$ cat src/rtl/core2wb_bridge_pkg.sv
`default_nettype none
// +----------------------------------------------------------------------+
// | Module      : core2wb_bridge_pkg                                       |
// | Description : Shared defaults and bus typedefs for the core-to-        |
// |               Wishbone bridge.                                         |
// | Revision    : 1.0 - initial release                                    |
// +----------------------------------------------------------------------+
package core2wb_bridge_pkg;

  localparam int c_def_aw      = 32;
  localparam int c_def_dw      = 32;
  localparam int c_def_max_out = 2;

  typedef logic [c_def_aw-1:0]   adr_t;
  typedef logic [c_def_dw-1:0]   dat_t;
  typedef logic [c_def_dw/8-1:0] sel_t;

endpackage
`default_nettype wire

$ cat src/rtl/core2wb_bridge_if.sv
`default_nettype none
// +----------------------------------------------------------------------+
// | Module      : core2wb_bridge_if                                        |
// | Description : Core request port and pipelined Wishbone master signals. |
// |               master = bridge view, slave = environment view.          |
// | Revision    : 1.0 - initial release                                    |
// +----------------------------------------------------------------------+
interface core2wb_bridge_if #(
  parameter int AW = core2wb_bridge_pkg::c_def_aw,
  parameter int DW = core2wb_bridge_pkg::c_def_dw
);

  // Core side
  logic            core_req;
  logic            core_gnt;
  logic            core_we;
  logic [DW/8-1:0] core_be;
  logic [AW-1:0]   core_addr;
  logic [DW-1:0]   core_wdata;
  logic            core_rvalid;
  logic [DW-1:0]   core_rdata;
  logic            core_err;

  // Wishbone side
  logic            wb_cyc;
  logic            wb_stb;
  logic            wb_we;
  logic [AW-1:0]   wb_adr;
  logic [DW/8-1:0] wb_sel;
  logic [DW-1:0]   wb_dat_o;
  logic [DW-1:0]   wb_dat_i;
  logic            wb_ack;
  logic            wb_err;
  logic            wb_stall;

  modport master (
    input  core_req, core_we, core_be, core_addr, core_wdata,
    input  wb_dat_i, wb_ack, wb_err, wb_stall,
    output core_gnt, core_rvalid, core_rdata, core_err,
    output wb_cyc, wb_stb, wb_we, wb_adr, wb_sel, wb_dat_o
  );

  modport slave (
    output core_req, core_we, core_be, core_addr, core_wdata,
    output wb_dat_i, wb_ack, wb_err, wb_stall,
    input  core_gnt, core_rvalid, core_rdata, core_err,
    input  wb_cyc, wb_stb, wb_we, wb_adr, wb_sel, wb_dat_o
  );

endinterface
`default_nettype wire

$ cat src/rtl/core2wb_bridge_outstanding_ctr.sv
`default_nettype none
// +----------------------------------------------------------------------+
// | Module      : outstanding_ctr                                          |
// | Description : Counts Wishbone transactions issued but not yet          |
// |               terminated; saturates at MAX_OUT and never underflows.   |
// | Revision    : 1.0 - initial release                                    |
// +----------------------------------------------------------------------+
module outstanding_ctr
  import core2wb_bridge_pkg::*;
#(
  parameter int MAX_OUT = c_def_max_out,
  parameter int CW      = $clog2(MAX_OUT + 1)
) (
  input  logic          clk,
  input  logic          rst,
  input  logic          inc,
  input  logic          dec,
  output logic [CW-1:0] count,
  output logic          room
);

  localparam logic [CW-1:0] c_max = CW'(MAX_OUT);

  logic [CW-1:0] r_count;
  logic          w_inc;
  logic          w_dec;

  // Guard both directions locally so the count stays in 0..MAX_OUT even
  // if a caller asserts inc/dec at the wrong time.
  assign room  = (r_count < c_max);
  assign w_inc = inc & room;
  assign w_dec = dec & (r_count != '0);
  assign count = r_count;

  // Net +1 / -1 / hold; simultaneous inc and dec cancel out.
  always_ff @(posedge clk) begin
    if (rst) begin
      r_count <= '0;
    end else if (w_inc && !w_dec) begin
      r_count <= r_count + CW'(1);
    end else if (w_dec && !w_inc) begin
      r_count <= r_count - CW'(1);
    end
  end

endmodule
`default_nettype wire

$ cat src/rtl/core2wb_bridge.sv
`default_nettype none
// +----------------------------------------------------------------------+
// | Module      : core2wb_bridge                                           |
// | Description : Core req/gnt/rvalid port to pipelined Wishbone B4        |
// |               master, up to MAX_OUT in flight, in-order registered     |
// |               responses.                                               |
// | Revision    : 1.0 - initial release                                    |
// +----------------------------------------------------------------------+
module core2wb_bridge
  import core2wb_bridge_pkg::*;
#(
  parameter int AW      = c_def_aw,
  parameter int DW      = c_def_dw,
  parameter int MAX_OUT = c_def_max_out
) (
  input logic              clk,
  input logic              rst,
  core2wb_bridge_if.master bus
);

  localparam int CW = $clog2(MAX_OUT + 1);

  logic [CW-1:0]   w_count;
  logic            w_room;
  logic            w_busy;
  logic            w_stb;
  logic            w_acc;
  logic            w_rsp;
  logic [AW-1:0]   w_adr;
  logic [DW/8-1:0] w_sel;

  logic            r_rvalid;
  logic            r_err;
  logic [DW-1:0]   r_rdata;

  outstanding_ctr #(
    .MAX_OUT (MAX_OUT)
  ) u_ctr (
    .clk   (clk),
    .rst   (rst),
    .inc   (w_acc),
    .dec   (w_rsp),
    .count (w_count),
    .room  (w_room)
  );

  // Strobe only while a slot is free; the grant is the accepted strobe.
  // Terminations with nothing outstanding are spurious and dropped.
  assign w_busy = (w_count != '0);
  assign w_stb  = bus.core_req & w_room;
  assign w_acc  = w_stb & ~bus.wb_stall;
  assign w_rsp  = (bus.wb_ack | bus.wb_err) & w_busy;

  // Request fields pass straight through; the core holds them until gnt.
  assign w_adr        = bus.core_addr;
  assign w_sel        = bus.core_be;
  assign bus.wb_adr   = w_adr;
  assign bus.wb_sel   = w_sel;
  assign bus.wb_we    = bus.core_we;
  assign bus.wb_dat_o = bus.core_wdata;
  assign bus.wb_stb   = w_stb;
  assign bus.wb_cyc   = w_stb | w_busy;
  assign bus.core_gnt = w_acc;

  assign bus.core_rvalid = r_rvalid;
  assign bus.core_err    = r_err;
  assign bus.core_rdata  = r_rdata;

  // One-cycle response stage; ack+err together is a single error response.
  always_ff @(posedge clk) begin
    if (rst) begin
      r_rvalid <= 1'b0;
      r_err    <= 1'b0;
      r_rdata  <= '0;
    end else begin
      r_rvalid <= w_rsp;
      r_err    <= w_rsp & bus.wb_err;
      if (w_rsp) begin
        r_rdata <= bus.wb_dat_i;
      end
    end
  end

endmodule
`default_nettype wire

$ cat src/flat_wrapper.sv
// flat-port wrapper written by rule: the top's interface ports become plain ports
module core2wb_bridge_flat import core2wb_bridge_pkg::*;
#(
  parameter int AW      = c_def_aw,
  parameter int DW      = c_def_dw,
  parameter int MAX_OUT = c_def_max_out
)
  (clk, rst, bus_core_req, bus_core_we, bus_core_be, bus_core_addr, bus_core_wdata, bus_wb_dat_i, bus_wb_ack, bus_wb_err, bus_wb_stall, bus_core_gnt, bus_core_rvalid, bus_core_rdata, bus_core_err, bus_wb_cyc, bus_wb_stb, bus_wb_we, bus_wb_adr, bus_wb_sel, bus_wb_dat_o);
  core2wb_bridge_if #(.AW(AW), .DW(DW)) bus_i ();
  input logic clk;
  input logic rst;
  input wire logic [$bits(bus_i.core_req)-1:0] bus_core_req;
  input wire logic [$bits(bus_i.core_we)-1:0] bus_core_we;
  input wire logic [$bits(bus_i.core_be)-1:0] bus_core_be;
  input wire logic [$bits(bus_i.core_addr)-1:0] bus_core_addr;
  input wire logic [$bits(bus_i.core_wdata)-1:0] bus_core_wdata;
  input wire logic [$bits(bus_i.wb_dat_i)-1:0] bus_wb_dat_i;
  input wire logic [$bits(bus_i.wb_ack)-1:0] bus_wb_ack;
  input wire logic [$bits(bus_i.wb_err)-1:0] bus_wb_err;
  input wire logic [$bits(bus_i.wb_stall)-1:0] bus_wb_stall;
  output wire logic [$bits(bus_i.core_gnt)-1:0] bus_core_gnt;
  output wire logic [$bits(bus_i.core_rvalid)-1:0] bus_core_rvalid;
  output wire logic [$bits(bus_i.core_rdata)-1:0] bus_core_rdata;
  output wire logic [$bits(bus_i.core_err)-1:0] bus_core_err;
  output wire logic [$bits(bus_i.wb_cyc)-1:0] bus_wb_cyc;
  output wire logic [$bits(bus_i.wb_stb)-1:0] bus_wb_stb;
  output wire logic [$bits(bus_i.wb_we)-1:0] bus_wb_we;
  output wire logic [$bits(bus_i.wb_adr)-1:0] bus_wb_adr;
  output wire logic [$bits(bus_i.wb_sel)-1:0] bus_wb_sel;
  output wire logic [$bits(bus_i.wb_dat_o)-1:0] bus_wb_dat_o;
  assign bus_i.core_req = bus_core_req;
  assign bus_i.core_we = bus_core_we;
  assign bus_i.core_be = bus_core_be;
  assign bus_i.core_addr = bus_core_addr;
  assign bus_i.core_wdata = bus_core_wdata;
  assign bus_i.wb_dat_i = bus_wb_dat_i;
  assign bus_i.wb_ack = bus_wb_ack;
  assign bus_i.wb_err = bus_wb_err;
  assign bus_i.wb_stall = bus_wb_stall;
  assign bus_core_gnt = bus_i.core_gnt;
  assign bus_core_rvalid = bus_i.core_rvalid;
  assign bus_core_rdata = bus_i.core_rdata;
  assign bus_core_err = bus_i.core_err;
  assign bus_wb_cyc = bus_i.wb_cyc;
  assign bus_wb_stb = bus_i.wb_stb;
  assign bus_wb_we = bus_i.wb_we;
  assign bus_wb_adr = bus_i.wb_adr;
  assign bus_wb_sel = bus_i.wb_sel;
  assign bus_wb_dat_o = bus_i.wb_dat_o;
  core2wb_bridge #(.AW(AW), .DW(DW), .MAX_OUT(MAX_OUT)) u_core (.clk(clk), .rst(rst), .bus(bus_i));
endmodule
$ cat config.mk
export PLATFORM = sky130hd
export DESIGN_NAME = core2wb_bridge_flat
export DESIGN_NICKNAME = d
export VERILOG_FILES = /design/src/rtl/core2wb_bridge_pkg.sv /design/src/rtl/core2wb_bridge_if.sv /design/src/rtl/core2wb_bridge_outstanding_ctr.sv /design/src/rtl/core2wb_bridge.sv /design/src/flat_wrapper.sv
export SDC_FILE = /design/constraint.sdc
export NUM_CORES = 1
export LEC_CHECK = 0
export BUFFER_PORTS_ARGS = -buffer_cell sky130_fd_sc_hd__buf_2
export CELL_PAD_IN_SITES_DETAIL_PLACEMENT = 1
export CELL_PAD_IN_SITES_GLOBAL_PLACEMENT = 1
export CORE_ASPECT_RATIO = 0.6
export CORE_MARGIN = 1.5
export CORE_UTILIZATION = 24
export DETAILED_ROUTE_END_ITERATION = 10
export PLACE_DENSITY = 0.8
export RECOVER_POWER = 50
export SLEW_MARGIN = 20
export SYNTH_ARGS = -nofsm -noshare
export SYNTH_HDL_FRONTEND = slang
export SYNTH_HIERARCHICAL = 1
export SYNTH_SLANG_ARGS = --single-unit
$ cat constraint.sdc
create_clock -name clk -period 2.36 [get_ports clk]
set_clock_uncertainty 0.1 [all_clocks]
set_input_delay 0.118 -clock clk [delete_from_list [all_inputs] [get_ports clk]]
set_output_delay 0.118 -clock clk [all_outputs]
set_load 0.05 [all_outputs]
==> impl_results.md <==
* # resized after CTS at 0
* ANT cells at 0
* CP max-delay cell: sky130_fd_sc_hd__dfxtp_1
* Hold Path Class: input port to register
* HPWL after detailed placement at 2890 um
* Slew Limit Fails at 0
* CP startpoint kind: register
* Number of buffer cells added on primary ports at 74
* Detail-routed via count per cell at 4.07
* Total count of hold-check failures in the final report at 0
* Vias at 1,458
* Critical Path Fanout Max at 7
* Transition time at the pin with the least slew margin at approximately 0.93 ns
* Total buffers and inverters traversed by the critical path at 1
* Iteration-0 DRC Markers at 37
* Synthesized net count at about 340
* Warnings, synthesis at 6
* Post-synthesis cell type count at 19
* Capture point of the worst reg-to-reg path: u_core/u_ctr/count[1]
* Die Width at 126 um
* Layout fillers at 1,029
* Count of TritonRoute iterations in the first routing pass at 7
* First-pass GRT wire length at 7270 um
* GRT Resource Usage Total at 9.44%
* Violations in the final reports: design-rule violations
* Final setup violation count at 0
* Cell Chain, Critical Path: inv_1 -> and2_2 -> nor2b_4 -> nor2b_1 -> ha_1 -> or3_1 -> a21oi_1
* VDD IR-drop max at 0.000340 V
* Highest achievable clock rate at 0.503 GHz
* Most common library cell in the layout ignoring fill and taps: sky130_fd_sc_hd__buf_2
* Total Routed Length at 4420 um
* Initial antenna violation count at 0
* Relative max-transition margin at 37.7%
* Gate family responsible for the most delay along the worst path: simple AND/OR/NAND/NOR gates
* Mean cell area of the mapped netlist at 9.51 sq um
* Sequential-to-total area share from yosys stat at 33.2%
* Source of the worst register-to-register timing path: u_core/u_ctr/count[1]
* Pre-CTS WS at 0.382 ns
* Nets at 353
* Critical hold path startpoint: bus_wb_dat_i[5]
* Data required time of the worst path at 2.45 ns
* Total die area at roughly 9600 sq um
* RSZ-0062 raised after global routing: false
* Area taken by multi-input logic gates at 841 sq um
* Root buffer cell: sky130_fd_sc_hd__clkbuf_16
* Critical Path Max Stage Delay at 0.47 ns
* Number of H-tree branching levels at 2
* Mapped cell area at 2170 sq um
* CTS tree: built
* Fraction of the cycle the final worst path needs at 84.2%
* Category of the critical setup timing path: register to register
* Clk buf depth at 2
* Share of final-layout standard cells stronger than drive strength 1 at between 30% and 40%
* Die Y-Extent at 76.6 um
* Reg-to-reg setup timing slack at 0.37 ns
* Total of max-cap violations at 0
* Final critical delay including setup and external delays at 1.99 ns
* Number of cells produced by synthesis at 228
* Number of flip-flops and latches in the synthesized netlist at 36
* Type of destination of the critical path: register
* Number of top-level pins at 213
* Commonest cells after routing, fill and taps aside: sky130_fd_sc_hd__buf_2, sky130_fd_sc_hd__nand2b_1, sky130_fd_sc_hd__dfxtp_1
* Num CTS Buffers at 5
* Destination of the worst hold path: u_core/bus.core_rdata[5]
* Remaining Overflow, GRT at 0
* Count of nets left with antenna violations after detail routing at 0
* Floorplan row count at 26
* Clock latency on the worst-skew pair at 0.27 ns
* Outcome: finished, violations left
* Total negative setup slack at 0 ns
* Largest net degree at the start of global routing at 69
* Sequential cell area in the final layout at 721 sq um
* Cell leakage power at 1.05 nW
* Placer Congestion at around 0.68
* Signed area change from the synthesized netlist to the final layout at 9.52%
* R2r worst-path depth at 7
* Clock-pin transition on the worst setup and hold timing paths at 0.05 ns
* Initial Utilization at 25.1%
* Power Density at 1220 nW/um^2
* Number of global-route vias before repair at between 1,500 and 2,000
* DRC viols at 4
* Routed wire length per instance at approximately 12 um
* Setup WS post-layout at ~0.37 ns
* Core area at about 8700 sq um
* Number of clock sinks at 36
* Endpoint arrival time on the critical path at 2.08 ns
* Cells on Worst Hold Path at 3
## report_power, final
part           leakage [nW]  total (mW)  internal, mW  switching, mW
Clock                0.0712       0.664         0.421          0.243
Combinational         0.683        1.35         0.409          0.945
Sequential            0.294       0.884         0.779          0.104
Total                  1.05        2.90          1.61           1.29
## worst max path at each step
stage,start,endpoint,depth (start not counted)
after floorplan,u_core/u_ctr/count[1],u_core/u_ctr/count[1],7
after global placement,u_core/u_ctr/count[1],u_core/u_ctr/count[1],7
after detailed placement,u_core/u_ctr/count[1],u_core/u_ctr/count[1],7
after CTS,u_core/u_ctr/count[1],u_core/u_ctr/count[1],7
after global routing,u_core/u_ctr/count[1],u_core/u_ctr/count[1],7
final,u_core/u_ctr/count[1],u_core/u_ctr/count[1],7
## layout make-up
cell class | instances | area share (%)
clock buffers | 8 | 6.16
well taps | 112 | 5.90
inverters | 2 | 0.421
multi-input cells | 111 | 35.4
repair buffers | 89 | 21.8
flip-flops and latches | 36 | 30.3
## worst reg2reg max path, stage by stage (launching register included)
cell and delay (ns):
sky130_fd_sc_hd__dfxtp_1 0.47, sky130_fd_sc_hd__inv_1 0.06, sky130_fd_sc_hd__and2_2 0.18, sky130_fd_sc_hd__nor2b_4 0.13
sky130_fd_sc_hd__nor2b_1 0.12, sky130_fd_sc_hd__ha_1 0.33, sky130_fd_sc_hd__or3_1 0.37, sky130_fd_sc_hd__a21oi_1 0.14
## cell usage after synthesis
cell                        n  area share [%]
sky130_fd_sc_hd__nor2_1     2            0.35
sky130_fd_sc_hd__clkbuf_1   6             1.0
sky130_fd_sc_hd__and2_1     1            0.29
sky130_fd_sc_hd__inv_4      1            0.29
sky130_fd_sc_hd__dfxtp_1   36              33
sky130_fd_sc_hd__nor3b_1    1            0.35
sky130_fd_sc_hd__inv_1      1            0.17
sky130_fd_sc_hd__ha_1       1            0.58
sky130_fd_sc_hd__buf_12     3             2.8
sky130_fd_sc_hd__buf_2      1            0.23
sky130_fd_sc_hd__o21ai_0    2            0.46
sky130_fd_sc_hd__or3_1      2            0.58
sky130_fd_sc_hd__a21oi_1    1            0.23
sky130_fd_sc_hd__xor2_1     2            0.81
sky130_fd_sc_hd__nand2b_1  64              18
sky130_fd_sc_hd__buf_4     69              24
sky130_fd_sc_hd__mux2i_1   32              15
sky130_fd_sc_hd__nor2b_1    2            0.58
sky130_fd_sc_hd__o22ai_4    1            0.92
## what timing repair did
action	CTS	global route
setup endpoints to repair	0	0
hold endpoints to repair	14	0
hold buffers	14	0
buffers inserted	0	0
## metal layers
| layer | part of all wire (%) | vias to the layer above | global-route usage, % |
|---|---|---|---|
| met5 | 0 | - | 0 |
| met4 | 1.4 | 0 | 3.14 |
| met3 | 8.1 | 14 | 4.78 |
| met2 | 47 | 62 | 15.3 |
| met1 | 43 | 700 | 10.8 |
| li1 | - | 682 | - |
## through the flow
| stage | instance area [sq um] | std cells | utilization, % | hold WS, ns | power [mW] |
|---|---|---|---|---|---|
| finish | 2370 | 358 | 27.4 | 0.00534 | 2.90 |
| global route | 2370 | 358 | 27.4 | 0.00553 | 3.08 |
| CTS | 2380 | 358 | 27.5 | 0.000476 | 2.97 |
| detailed placement | 2090 | 336 | 24.1 | 0.136 | 2.25 |
| global placement | 2090 | 336 | 24.1 | 0.136 | 2.21 |
| floorplan | 2180 | 228 | - | 0.0871 | 2.36 |
## cell families (layout without fill, tap and decap cells)
group	Yosys count	after routing	synth area share, %
AOI/OAI and AO/OA	4	4	1.62
xor gates and xnor gates	2	2	0.808
adders and majority gates	1	1	0.577
buffers and inverters	81	99	28.4
DFF	36	36	33.2
muxes	32	32	14.8
and+or+nand+nor	72	72	20.6
## flip-flops by register name (all words and copies together), names as in the netlist
name                    cells
u_core/u_ctr/count          2
u_core/bus.core_err         1
u_core/bus.core_rvalid      1
u_core/bus.core_rdata      32
Power figures use the tool's default switching activity.
